--- src/rtl/cabac_mvd_top_ctrl_pkg.sv ---
// Shared widths, state encodings and address helper for the CABAC top-neighbour MVD sequencer.
package cabac_mvd_top_ctrl_pkg;
  localparam int FMV_WIDTH       = 8;
  localparam int ADDR_W          = 9;
  localparam int IDX_W           = 4;
  localparam int DATA_W          = 2 * (FMV_WIDTH + 1);
  localparam int LCU_X_W         = ADDR_W - IDX_W;
  localparam int MVD_TOP_ENTRIES = 16;

  localparam logic [IDX_W-1:0] LAST_IDX = IDX_W'(MVD_TOP_ENTRIES - 1);

  typedef enum logic [1:0] {
    MVD_TOP_IDLE     = 2'd0,
    MVD_TOP_PREFETCH = 2'd1,
    MVD_TOP_READY    = 2'd2,
    MVD_TOP_WB       = 2'd3
  } mvd_top_state_t;

  function automatic logic [ADDR_W-1:0] mk_addr(input logic [LCU_X_W-1:0] x,
                                                 input logic [IDX_W-1:0]   idx);
    return {x, idx};
  endfunction
endpackage

--- src/rtl/cabac_mvd_top_ctrl_if.sv ---
// Bundle between the CABAC syntax/context side, the MVD line memory and the sequencer.
interface cabac_mvd_top_ctrl_if;
  import cabac_mvd_top_ctrl_pkg::*;

  logic               lcu_start_i;
  logic [LCU_X_W-1:0] lcu_x_i;
  logic               first_row_i;
  logic               lcu_done_i;
  logic [IDX_W-1:0]   rd_idx_i;
  logic [DATA_W-1:0]  rd_data_o;
  logic               upd_valid_i;
  logic [IDX_W-1:0]   upd_idx_i;
  logic [DATA_W-1:0]  upd_data_i;
  logic               prefetch_done_o;
  logic               wb_done_o;
  logic               busy_o;
  logic               err_o;
  logic               mem_r_en_o;
  logic [ADDR_W-1:0]  mem_r_addr_o;
  logic [DATA_W-1:0]  mem_r_data_i;
  logic               mem_w_en_o;
  logic [ADDR_W-1:0]  mem_w_addr_o;
  logic [DATA_W-1:0]  mem_w_data_o;

  modport master (
    output lcu_start_i, lcu_x_i, first_row_i, lcu_done_i, rd_idx_i,
    output upd_valid_i, upd_idx_i, upd_data_i, mem_r_data_i,
    input  rd_data_o, prefetch_done_o, wb_done_o, busy_o, err_o,
    input  mem_r_en_o, mem_r_addr_o, mem_w_en_o, mem_w_addr_o, mem_w_data_o
  );

  modport slave (
    input  lcu_start_i, lcu_x_i, first_row_i, lcu_done_i, rd_idx_i,
    input  upd_valid_i, upd_idx_i, upd_data_i, mem_r_data_i,
    output rd_data_o, prefetch_done_o, wb_done_o, busy_o, err_o,
    output mem_r_en_o, mem_r_addr_o, mem_w_en_o, mem_w_addr_o, mem_w_data_o
  );
endinterface

--- src/rtl/cabac_mvd_row_buf.sv ---
// 16-entry row register file: one write port, one combinational read port, sync clear.
// Same-cycle write after clear lands, so an update arriving with the clear is kept.
module cabac_mvd_row_buf
  import cabac_mvd_top_ctrl_pkg::*;
#(
  parameter bit HAS_VALID = 1'b1
) (
  input  logic                       clk,
  input  logic                       rst,
  input  logic                       clr,
  input  logic                       we,
  input  logic [IDX_W-1:0]           widx,
  input  logic [DATA_W-1:0]          wdat,
  input  logic [IDX_W-1:0]           ridx,
  output logic [DATA_W-1:0]          rdat,
  output logic [MVD_TOP_ENTRIES-1:0] valid
);
  logic [DATA_W-1:0]          entry [MVD_TOP_ENTRIES];
  logic [MVD_TOP_ENTRIES-1:0] vld;

  always_ff @(posedge clk) begin
    if (rst || clr) begin
      for (int i = 0; i < MVD_TOP_ENTRIES; i++) entry[i] <= '0;
      vld <= '0;
    end
    if (!rst && we) begin
      entry[widx] <= wdat;
      vld[widx]   <= HAS_VALID;
    end
  end

  assign rdat  = entry[ridx];
  assign valid = vld;
endmodule

--- src/rtl/cabac_mvd_top_ctrl.sv ---
// Top-neighbour MVD sequencer: 18-cycle prefetch of 16 top entries, bottom-row collection,
// 16-slot write-back of the valid entries; protocol violations are dropped and flagged on err_o.
module cabac_mvd_top_ctrl
  import cabac_mvd_top_ctrl_pkg::*;
(
  input logic                 clk,
  input logic                 rst,
  cabac_mvd_top_ctrl_if.slave bus
);
  mvd_top_state_t      state;
  logic [IDX_W-1:0]    cnt;
  logic [LCU_X_W-1:0]  lcu_x;
  logic                cap_vld;
  logic [IDX_W-1:0]    cap_idx;
  logic                busy, prefetch_done, wb_done, err;
  logic                r_en, w_en;
  logic [ADDR_W-1:0]   r_addr, w_addr;
  logic [DATA_W-1:0]   w_data;

  logic                start_ok, upd_ok, top_we;
  logic [IDX_W-1:0]    slot_idx;
  logic                slot_hit, slot_vld;
  logic [DATA_W-1:0]   slot_dat, bot_rdat, top_rdat;
  logic [MVD_TOP_ENTRIES-1:0] bot_valid, top_valid_unused;

  assign start_ok = bus.lcu_start_i && (state == MVD_TOP_IDLE);
  assign upd_ok   = bus.upd_valid_i && (state != MVD_TOP_WB);
  assign top_we   = cap_vld && (state == MVD_TOP_PREFETCH);

  // Slot prepared for the next cycle; forwards an update landing in the same cycle as lcu_done.
  always_comb begin
    slot_idx = '0;
    if (state == MVD_TOP_WB) slot_idx = cnt + IDX_W'(1);
    slot_hit = upd_ok && (bus.upd_idx_i == slot_idx);
    slot_vld = bot_valid[slot_idx] || slot_hit;
    slot_dat = slot_hit ? bus.upd_data_i : bot_rdat;
  end

  cabac_mvd_row_buf #(.HAS_VALID(1'b0)) u_top_buf (
    .clk   (clk),
    .rst   (rst),
    .clr   (start_ok && bus.first_row_i),
    .we    (top_we),
    .widx  (cap_idx),
    .wdat  (bus.mem_r_data_i),
    .ridx  (bus.rd_idx_i),
    .rdat  (top_rdat),
    .valid (top_valid_unused)
  );

  cabac_mvd_row_buf #(.HAS_VALID(1'b1)) u_bot_buf (
    .clk   (clk),
    .rst   (rst),
    .clr   (start_ok),
    .we    (upd_ok),
    .widx  (bus.upd_idx_i),
    .wdat  (bus.upd_data_i),
    .ridx  (slot_idx),
    .rdat  (bot_rdat),
    .valid (bot_valid)
  );

  always_ff @(posedge clk) begin
    if (rst) begin
      state         <= MVD_TOP_IDLE;
      cnt           <= '0;
      lcu_x         <= '0;
      cap_vld       <= 1'b0;
      cap_idx       <= '0;
      busy          <= 1'b0;
      prefetch_done <= 1'b0;
      wb_done       <= 1'b0;
      err           <= 1'b0;
      r_en          <= 1'b0;
      r_addr        <= '0;
      w_en          <= 1'b0;
      w_addr        <= '0;
      w_data        <= '0;
    end else begin
      prefetch_done <= 1'b0;
      wb_done       <= 1'b0;
      err           <= (bus.lcu_start_i && state != MVD_TOP_IDLE) ||
                       (bus.lcu_done_i  && state != MVD_TOP_READY) ||
                       (bus.upd_valid_i && state == MVD_TOP_WB);
      // Read data returns one cycle after the request; remember which entry it belongs to.
      cap_vld       <= r_en;
      cap_idx       <= r_addr[IDX_W-1:0];
      case (state)
        MVD_TOP_IDLE: if (bus.lcu_start_i) begin
          lcu_x <= bus.lcu_x_i;
          cnt   <= '0;
          busy  <= 1'b1;
          if (bus.first_row_i) begin
            state         <= MVD_TOP_READY;
            prefetch_done <= 1'b1;
          end else begin
            state  <= MVD_TOP_PREFETCH;
            r_en   <= 1'b1;
            r_addr <= mk_addr(bus.lcu_x_i, '0);
          end
        end
        MVD_TOP_PREFETCH: begin
          if (r_en) begin
            if (cnt == LAST_IDX) begin
              r_en   <= 1'b0;
              r_addr <= '0;
            end else begin
              cnt    <= cnt + IDX_W'(1);
              r_addr <= mk_addr(lcu_x, cnt + IDX_W'(1));
            end
          end
          if (cap_vld && cap_idx == LAST_IDX) begin
            state         <= MVD_TOP_READY;
            prefetch_done <= 1'b1;
          end
        end
        MVD_TOP_READY: if (bus.lcu_done_i) begin
          state  <= MVD_TOP_WB;
          cnt    <= '0;
          w_en   <= slot_vld;
          w_addr <= mk_addr(lcu_x, slot_idx);
          w_data <= slot_dat;
        end
        MVD_TOP_WB: begin
          if (cnt == LAST_IDX) begin
            state   <= MVD_TOP_IDLE;
            busy    <= 1'b0;
            wb_done <= 1'b1;
            w_en    <= 1'b0;
            w_addr  <= '0;
            w_data  <= '0;
          end else begin
            cnt    <= cnt + IDX_W'(1);
            w_en   <= slot_vld;
            w_addr <= mk_addr(lcu_x, slot_idx);
            w_data <= slot_dat;
          end
        end
      endcase
    end
  end

  assign bus.rd_data_o       = top_rdat;
  assign bus.prefetch_done_o = prefetch_done;
  assign bus.wb_done_o       = wb_done;
  assign bus.busy_o          = busy;
  assign bus.err_o           = err;
  assign bus.mem_r_en_o      = r_en;
  assign bus.mem_r_addr_o    = r_addr;
  assign bus.mem_w_en_o      = w_en;
  assign bus.mem_w_addr_o    = w_addr;
  assign bus.mem_w_data_o    = w_data;
endmodule

--- src/flat_wrapper.sv ---
// flat-port wrapper written by rule: the top's interface ports become plain ports
module cabac_mvd_top_ctrl_flat import cabac_mvd_top_ctrl_pkg::*;
  (clk, rst, bus_lcu_start_i, bus_lcu_x_i, bus_first_row_i, bus_lcu_done_i, bus_rd_idx_i, bus_upd_valid_i, bus_upd_idx_i, bus_upd_data_i, bus_mem_r_data_i, bus_rd_data_o, bus_prefetch_done_o, bus_wb_done_o, bus_busy_o, bus_err_o, bus_mem_r_en_o, bus_mem_r_addr_o, bus_mem_w_en_o, bus_mem_w_addr_o, bus_mem_w_data_o);
  cabac_mvd_top_ctrl_if bus_i ();
  input logic clk;
  input logic rst;
  input wire logic [$bits(bus_i.lcu_start_i)-1:0] bus_lcu_start_i;
  input wire logic [$bits(bus_i.lcu_x_i)-1:0] bus_lcu_x_i;
  input wire logic [$bits(bus_i.first_row_i)-1:0] bus_first_row_i;
  input wire logic [$bits(bus_i.lcu_done_i)-1:0] bus_lcu_done_i;
  input wire logic [$bits(bus_i.rd_idx_i)-1:0] bus_rd_idx_i;
  input wire logic [$bits(bus_i.upd_valid_i)-1:0] bus_upd_valid_i;
  input wire logic [$bits(bus_i.upd_idx_i)-1:0] bus_upd_idx_i;
  input wire logic [$bits(bus_i.upd_data_i)-1:0] bus_upd_data_i;
  input wire logic [$bits(bus_i.mem_r_data_i)-1:0] bus_mem_r_data_i;
  output wire logic [$bits(bus_i.rd_data_o)-1:0] bus_rd_data_o;
  output wire logic [$bits(bus_i.prefetch_done_o)-1:0] bus_prefetch_done_o;
  output wire logic [$bits(bus_i.wb_done_o)-1:0] bus_wb_done_o;
  output wire logic [$bits(bus_i.busy_o)-1:0] bus_busy_o;
  output wire logic [$bits(bus_i.err_o)-1:0] bus_err_o;
  output wire logic [$bits(bus_i.mem_r_en_o)-1:0] bus_mem_r_en_o;
  output wire logic [$bits(bus_i.mem_r_addr_o)-1:0] bus_mem_r_addr_o;
  output wire logic [$bits(bus_i.mem_w_en_o)-1:0] bus_mem_w_en_o;
  output wire logic [$bits(bus_i.mem_w_addr_o)-1:0] bus_mem_w_addr_o;
  output wire logic [$bits(bus_i.mem_w_data_o)-1:0] bus_mem_w_data_o;
  assign bus_i.lcu_start_i = bus_lcu_start_i;
  assign bus_i.lcu_x_i = bus_lcu_x_i;
  assign bus_i.first_row_i = bus_first_row_i;
  assign bus_i.lcu_done_i = bus_lcu_done_i;
  assign bus_i.rd_idx_i = bus_rd_idx_i;
  assign bus_i.upd_valid_i = bus_upd_valid_i;
  assign bus_i.upd_idx_i = bus_upd_idx_i;
  assign bus_i.upd_data_i = bus_upd_data_i;
  assign bus_i.mem_r_data_i = bus_mem_r_data_i;
  assign bus_rd_data_o = bus_i.rd_data_o;
  assign bus_prefetch_done_o = bus_i.prefetch_done_o;
  assign bus_wb_done_o = bus_i.wb_done_o;
  assign bus_busy_o = bus_i.busy_o;
  assign bus_err_o = bus_i.err_o;
  assign bus_mem_r_en_o = bus_i.mem_r_en_o;
  assign bus_mem_r_addr_o = bus_i.mem_r_addr_o;
  assign bus_mem_w_en_o = bus_i.mem_w_en_o;
  assign bus_mem_w_addr_o = bus_i.mem_w_addr_o;
  assign bus_mem_w_data_o = bus_i.mem_w_data_o;
  cabac_mvd_top_ctrl u_core (.clk(clk), .rst(rst), .bus(bus_i));
endmodule
--- config.mk ---
export PLATFORM = sky130hd
export DESIGN_NAME = cabac_mvd_top_ctrl_flat
export DESIGN_NICKNAME = d
export VERILOG_FILES = /design/src/rtl/cabac_mvd_top_ctrl_pkg.sv /design/src/rtl/cabac_mvd_top_ctrl_if.sv /design/src/rtl/cabac_mvd_row_buf.sv /design/src/rtl/cabac_mvd_top_ctrl.sv /design/src/flat_wrapper.sv
export SDC_FILE = /design/constraint.sdc
export NUM_CORES = 1
export LEC_CHECK = 0
export ABC_AREA = 1
export CAP_MARGIN = 20
export CELL_PAD_IN_SITES_DETAIL_PLACEMENT = 0
export CELL_PAD_IN_SITES_GLOBAL_PLACEMENT = 1
export CORE_ASPECT_RATIO = 0.9
export CORE_MARGIN = 1
export CORE_UTILIZATION = 52
export DETAILED_ROUTE_END_ITERATION = 7
export PLACE_DENSITY = 0.95
export SYNTH_ARGS = -nofsm -noshare
export SYNTH_HDL_FRONTEND = slang
export SYNTH_SLANG_ARGS = --single-unit
--- constraint.sdc ---
create_clock -name clk -period 4.1 [get_ports clk]
set_input_delay 0.82 -clock clk [delete_from_list [all_inputs] [get_ports clk]]
set_output_delay 0.82 -clock clk [all_outputs]
set_load 0.1 [all_outputs]
-- After elaboration in Yosys (flattened, before gate mapping)
Memories as Yosys holds them, arrays and structs flattened.
Index checks and enable logic that the tools add are counted.
- $add $sub $neg: 1
- order comparisons: 3
- eq/ne operators: 14
- mux-type cells: 57
- bitwise logic cells: 2
- reductions and logical operators: 32
- operator list (operator ; number):
    $mux W18 ; 4
    $mux W9 ; 6
    $pmux W18 S2 ; 1
    $pmux W9 S2 ; 2
    $mux W16 ; 2
    $mux W4 ; 6
    $mux W1 ; 23
    $reduce_or A18 Y1 ; 1
    $or A16 B16 Y16 ; 1
    $pmux W4 S4 ; 1
    $ne A2 B2 Y1 const B ; 7
    $logic_and A1 B1 Y1 ; 12
    $lt A4 B5 Y1 const B ; 2
    $mux W2 ; 5
    $reduce_and A3 Y1 ; 3
    $eq A4 B4 Y1 const B ; 2
    $pmux W1 S2 ; 4
    $pmux W2 S4 ; 1
    $reduce_and A4 Y1 ; 2
    $reduce_bool A2 Y1 ; 4
    $logic_or A1 B1 Y1 ; 5
    $add A4 B1 Y4 const B ; 1
    $bmux W1 S4 ; 1
    $demux W1 S4 ; 1
    other kinds (10) ; 12
- flip-flop bits (word level): 74
- RAM bits: 576
- input port bits: 55
- output and inout bits: 60
- logic and storage cells: 126
- memories: 2
- memories (memory ; words ; bits a word ; rd ports ; clocked after Yosys merged registers in ; write ports ; line ; RTL):
    u_core.u_bot_buf.entry ; 16 ; 18 ; 1 ; 0 ; 17 ; cabac_mvd_row_buf.sv:18 ; logic [DATA_W-1:0] entry [MVD_TOP_ENTRIES];
    u_core.u_top_buf.entry ; 16 ; 18 ; 1 ; 0 ; 16 ; cabac_mvd_row_buf.sv:18 ;

-- Depth between registers and ports, before layout
- depth after elaboration: 7
- gate-level depth with buffers: 13
- depth with buffers taken out: 11

-- Cells and area by module
A second synthesis with hierarchy kept.
- cell total of the unflattened synthesis: 3638
- area, all modules: 31486.4 sq um
- by module, submodules not included (module ; times used ; cells an instance ; area each (sq um) ; seq. area each (sq um)):
    cabac_mvd_row_buf at u_core.u_top_buf ; 1 ; 1608 ; 14347.5 ; 8968.6
    cabac_mvd_row_buf at u_core.u_bot_buf ; 1 ; 1614 ; 14293.7 ; 8968.6
    cabac_mvd_top_ctrl ; 1 ; 416 ; 2845.2 ; 1161.1

-- Worst setup path before layout
OpenSTA, ideal clock, no wires.
- path type: input to output
- start: in bus_rd_idx_i[0]
- end: out bus_rd_data_o[10]
- data arrival time: 2450 ps
- data required time: 3280 ps
- setup slack: 830 ps
- stages on the path: 7
- path buffers: 3
- path through: buf_2 buf_2 buf_2 mux2i_1 o211ai_1 nand3_1 nand2_1
- cells in the longest elaborated chain, start to end: 1
- RTL lines (what ; line ; RTL):
    start, declared ; flat_wrapper.sv:11 ; input wire logic [$bits(bus_i.rd_idx_i)-1:0] bus_rd_idx_i;
    $mem_v2 Z16 W18 ; n/a ;
    end, declared ; flat_wrapper.sv:16 ; output wire logic [$bits(bus_i.rd_data_o)-1:0] bus_rd_data_o;
Every way passes these cells.

-- Worst setup path after layout
- start: in bus_rd_idx_i[1]
- end: out bus_rd_data_o[1]
The elaborated chain is that of the path after synthesis.

==> run summary <==
Die ar. = 56,900 um^2
drt initial violations = 2,902
Reg area = 18,800 um^2
Rows = 81
Crit path max-delay family = buffers and inverters
clk_skew = 0.0246 ns
fillers = 4,267
P_leak = 12.9 nW
maximum number of pins on one net before global-route repair = 92
post-cts sizing count = 0
Detailed Routing Iterations Pass 1 = 6
status = completed
slowest CP cell = inv_2
Crit path depth = 7
Ports = 115
setup bufs post-CTS = 0
Avg Cell Area, Syn = 10.0 um^2
Post-synth EDFFs = 576
Cells after Synth = 2,898
Tmin final = 3.33 ns
post-synthesis cell type count = 36
most frequent cells after synthesis = nor2_1 (619), edfxtp_1 (576), nand3_1 (457)
antenna cell count = 0
Synth Flop Type = edfxtp_1
Final Hold Viols = 0
TritonCTS Buffers = 66
Reg2Reg Depth = 11
Area Overhead vs Synth = 14.2%
clk buf depth = 3
multi-input logic area = 8740 um^2
CTS H-tree depth = 3
peak supply drop = 0.426 mV
Layout Nets = 2,997
CTS tree = done
first-pass GRT wire length = 122 mm
vias in the first global route = 21,200
Critical Path Source = bus_rd_idx_i[1]
syn_nets = 2,958
sequential-to-total area share from yosys stat = 0.645
Synth Cell Area = 29,100 um^2
most common cell in the netlist = nor2_1
WP buf/inv = 4
Synth top area share = 0.594
cell taking the most area after synthesis = edfxtp_1
CP Launch Type = primary input
CP Cell Sequence = buf_2 -> inv_2 -> buf_4 -> o21ai_0 -> o211ai_1 -> nand2_1 -> buf_12
Avg Vias per Cell = 5.94
Slew headroom = 0.295
worst flop-to-flop path startpoint = u_core.state[0]$_SDFFE_PP0P_
ys async rst share = 0
CP arrival = 2.51 ns
CP Data Required Time = 3.28 ns
Clock Tree Root = clkbuf_16
Placer Congestion = 0.887
wire per inst = 21.3 um
Post-CTS Hold Fix Bufs = 0
GRT Util Overall = 0.280
Yosys reg bits = 650
clock slew at reported path FFs = 0.05 ns
GRT overflow = 0
YS warnings = 0
DP HPWL = 49.1 mm
clock sink count = 650
Max Slew Vio Count = 0
worst setup path end = bus_rd_data_o[1]
Final Cycle Share = 0.813
Critical Path Max Stage Delay = 0.60 ns
Worst-Margin Slew = 1.06 ns
layout cells sized above 1 = 0.0777
count of final setup violators = 0
Post-DRT Antenna Nets = 0
Core Area = 54,800 um^2
FMAX = 300 MHz
PD cells = 555 nW/um^2
R2R setup slack = 0.89 ns
die width = 251 um
Hold/Removal Path Class = register to register
Die Y = 226 um
routed vias = 22,200
max-cap viol count = 0
Crit. End Element = output port
crit path kind = primary input to output port
Worst Path Max Fanout = 36
Total Routed Length = 79.5 mm
synth top area cells = edfxtp_1 (59%), nor2_1 (8.0%), nand3_1 (7.9%)
RSZ-0062 raised after global routing = no
initial core utilization = 0.531
initial antenna violation count = 0
WHS = 0.454 ns
I/O Buffers = 114
# DRC = 0
reg2reg end = u_core.bus.mem_w_en_o$_SDFFE_PP0P_
Fin Setup TNS = 0 ns
clock latency on the worst-skew pair = 0.61 ns
cells in the final DEF (no fill, tap or decap), types with 29 or more instances in the layout:
cell | synthesis | routed
nor2_1 | 619 | 619
edfxtp_1 | 576 | 576
nand3_1 | 457 | 457
nand2_1 | 357 | 355
inv_1 | 139 | 138
a21oi_1 | 112 | 112
o21ai_0 | 110 | 110
clkdlybuf4s50_1 | 0 | 92
buf_4 | 3 | 81
o211ai_1 | 75 | 75
dfxtp_1 | 74 | 73
mux2i_1 | 72 | 72
clkbuf_16 | 0 | 69
clkinv_1 | 20 | 29
state kept, by name, summed over array words and instances, names as in the netlist:
signal and count:
u_core.bus.busy_o 1, u_core.bus.err_o 1, u_core.bus.mem_r_addr_o 9, u_core.bus.mem_r_en_o 1, u_core.bus.mem_w_addr_o 9, u_core.bus.mem_w_data_o 18
u_core.bus.mem_w_en_o 1, u_core.bus.prefetch_done_o 1, u_core.bus.wb_done_o 1, u_core.cap_idx 4, u_core.cap_vld 1, u_core.cnt 4
u_core.lcu_x 5, u_core.state 2, u_core.u_bot_buf.entry 288, u_core.u_bot_buf.valid 16, u_core.u_top_buf.entry 288
per-stage QoR:
step	power, W	std cells	setup WS, ns	instance area (um^2)	utilization
final	0.0184	3734	0.767	33200	0.606
after detailed placement	0.0126	3616	0.794	31100	0.568
after global routing	0.0190	3734	0.644	33200	0.606
after CTS	0.0184	3734	0.777	33200	0.606
after global placement	0.0124	3615	0.778	31100	0.567
after floorplan	0.0112	2898	0.830	29100	-
worst min path at each step:
stage	startpoint	endpoint	slack (ns)	depth (start not counted)
after floorplan	u_core.u_bot_buf.valid[14]$_DFF_P_	u_core.u_bot_buf.valid[14]$_DFF_P_	0.42	2
after global placement	u_core.u_bot_buf.valid[14]$_DFF_P_	u_core.u_bot_buf.valid[14]$_DFF_P_	0.43	2
after detailed placement	u_core.u_bot_buf.valid[14]$_DFF_P_	u_core.u_bot_buf.valid[14]$_DFF_P_	0.44	2
after CTS	u_core.u_bot_buf.valid[14]$_DFF_P_	u_core.u_bot_buf.valid[14]$_DFF_P_	0.45	2
after global routing	u_core.u_bot_buf.valid[5]$_DFF_P_	u_core.u_bot_buf.valid[5]$_DFF_P_	0.47	2
final	u_core.u_bot_buf.valid[5]$_DFF_P_	u_core.u_bot_buf.valid[5]$_DFF_P_	0.45	2
worst reg2reg max path, cell delays in order (launching register included):
cell      delay, ns
dfxtp_1        0.45
ha_4           0.22
buf_4          0.45
clkinv_2       0.24
nor2_2         0.15
buf_4          0.31
inv_2          0.27
nand2_2        0.42
nand2_4        0.24
nand3_1        0.19
nand2_1        0.08
a21oi_1        0.14
layout make-up:
cell class              count  share of cell area
clock buffers              86              0.0542
inverters                 167              0.0190
repair buffers            201              0.0615
clock inverters            32             0.00911
flip-flops and latches    650               0.565
well taps                 747              0.0281
multi-input cells        1851               0.263
where the power goes:
part	total (W)	switching, W	internal, W
sequential	0.00863	0.000338	0.00829
combinational	0.00390	0.00296	0.000932
clock	0.00591	0.00254	0.00338
layer usage:
layer,vias up,wire length (um),track usage
li1,10000,-,-
met1,10700,31800,0.393
met2,1382,35700,0.431
met3,145,9900,0.0662
met4,0,2080,0.0944
met5,-,0,0
kinds of logic after synthesis:
| logic type | Yosys count | synth area share |
|---|---|---|
| fa+ha+maj | 5 | 0.00215 |
| flops | 650 | 0.645 |
| simple gates | 1455 | 0.210 |
| mux | 72 | 0.0248 |
| buf+inv | 397 | 0.0554 |
| compound gates | 319 | 0.0629 |
Power figures use the tool's default switching activity.
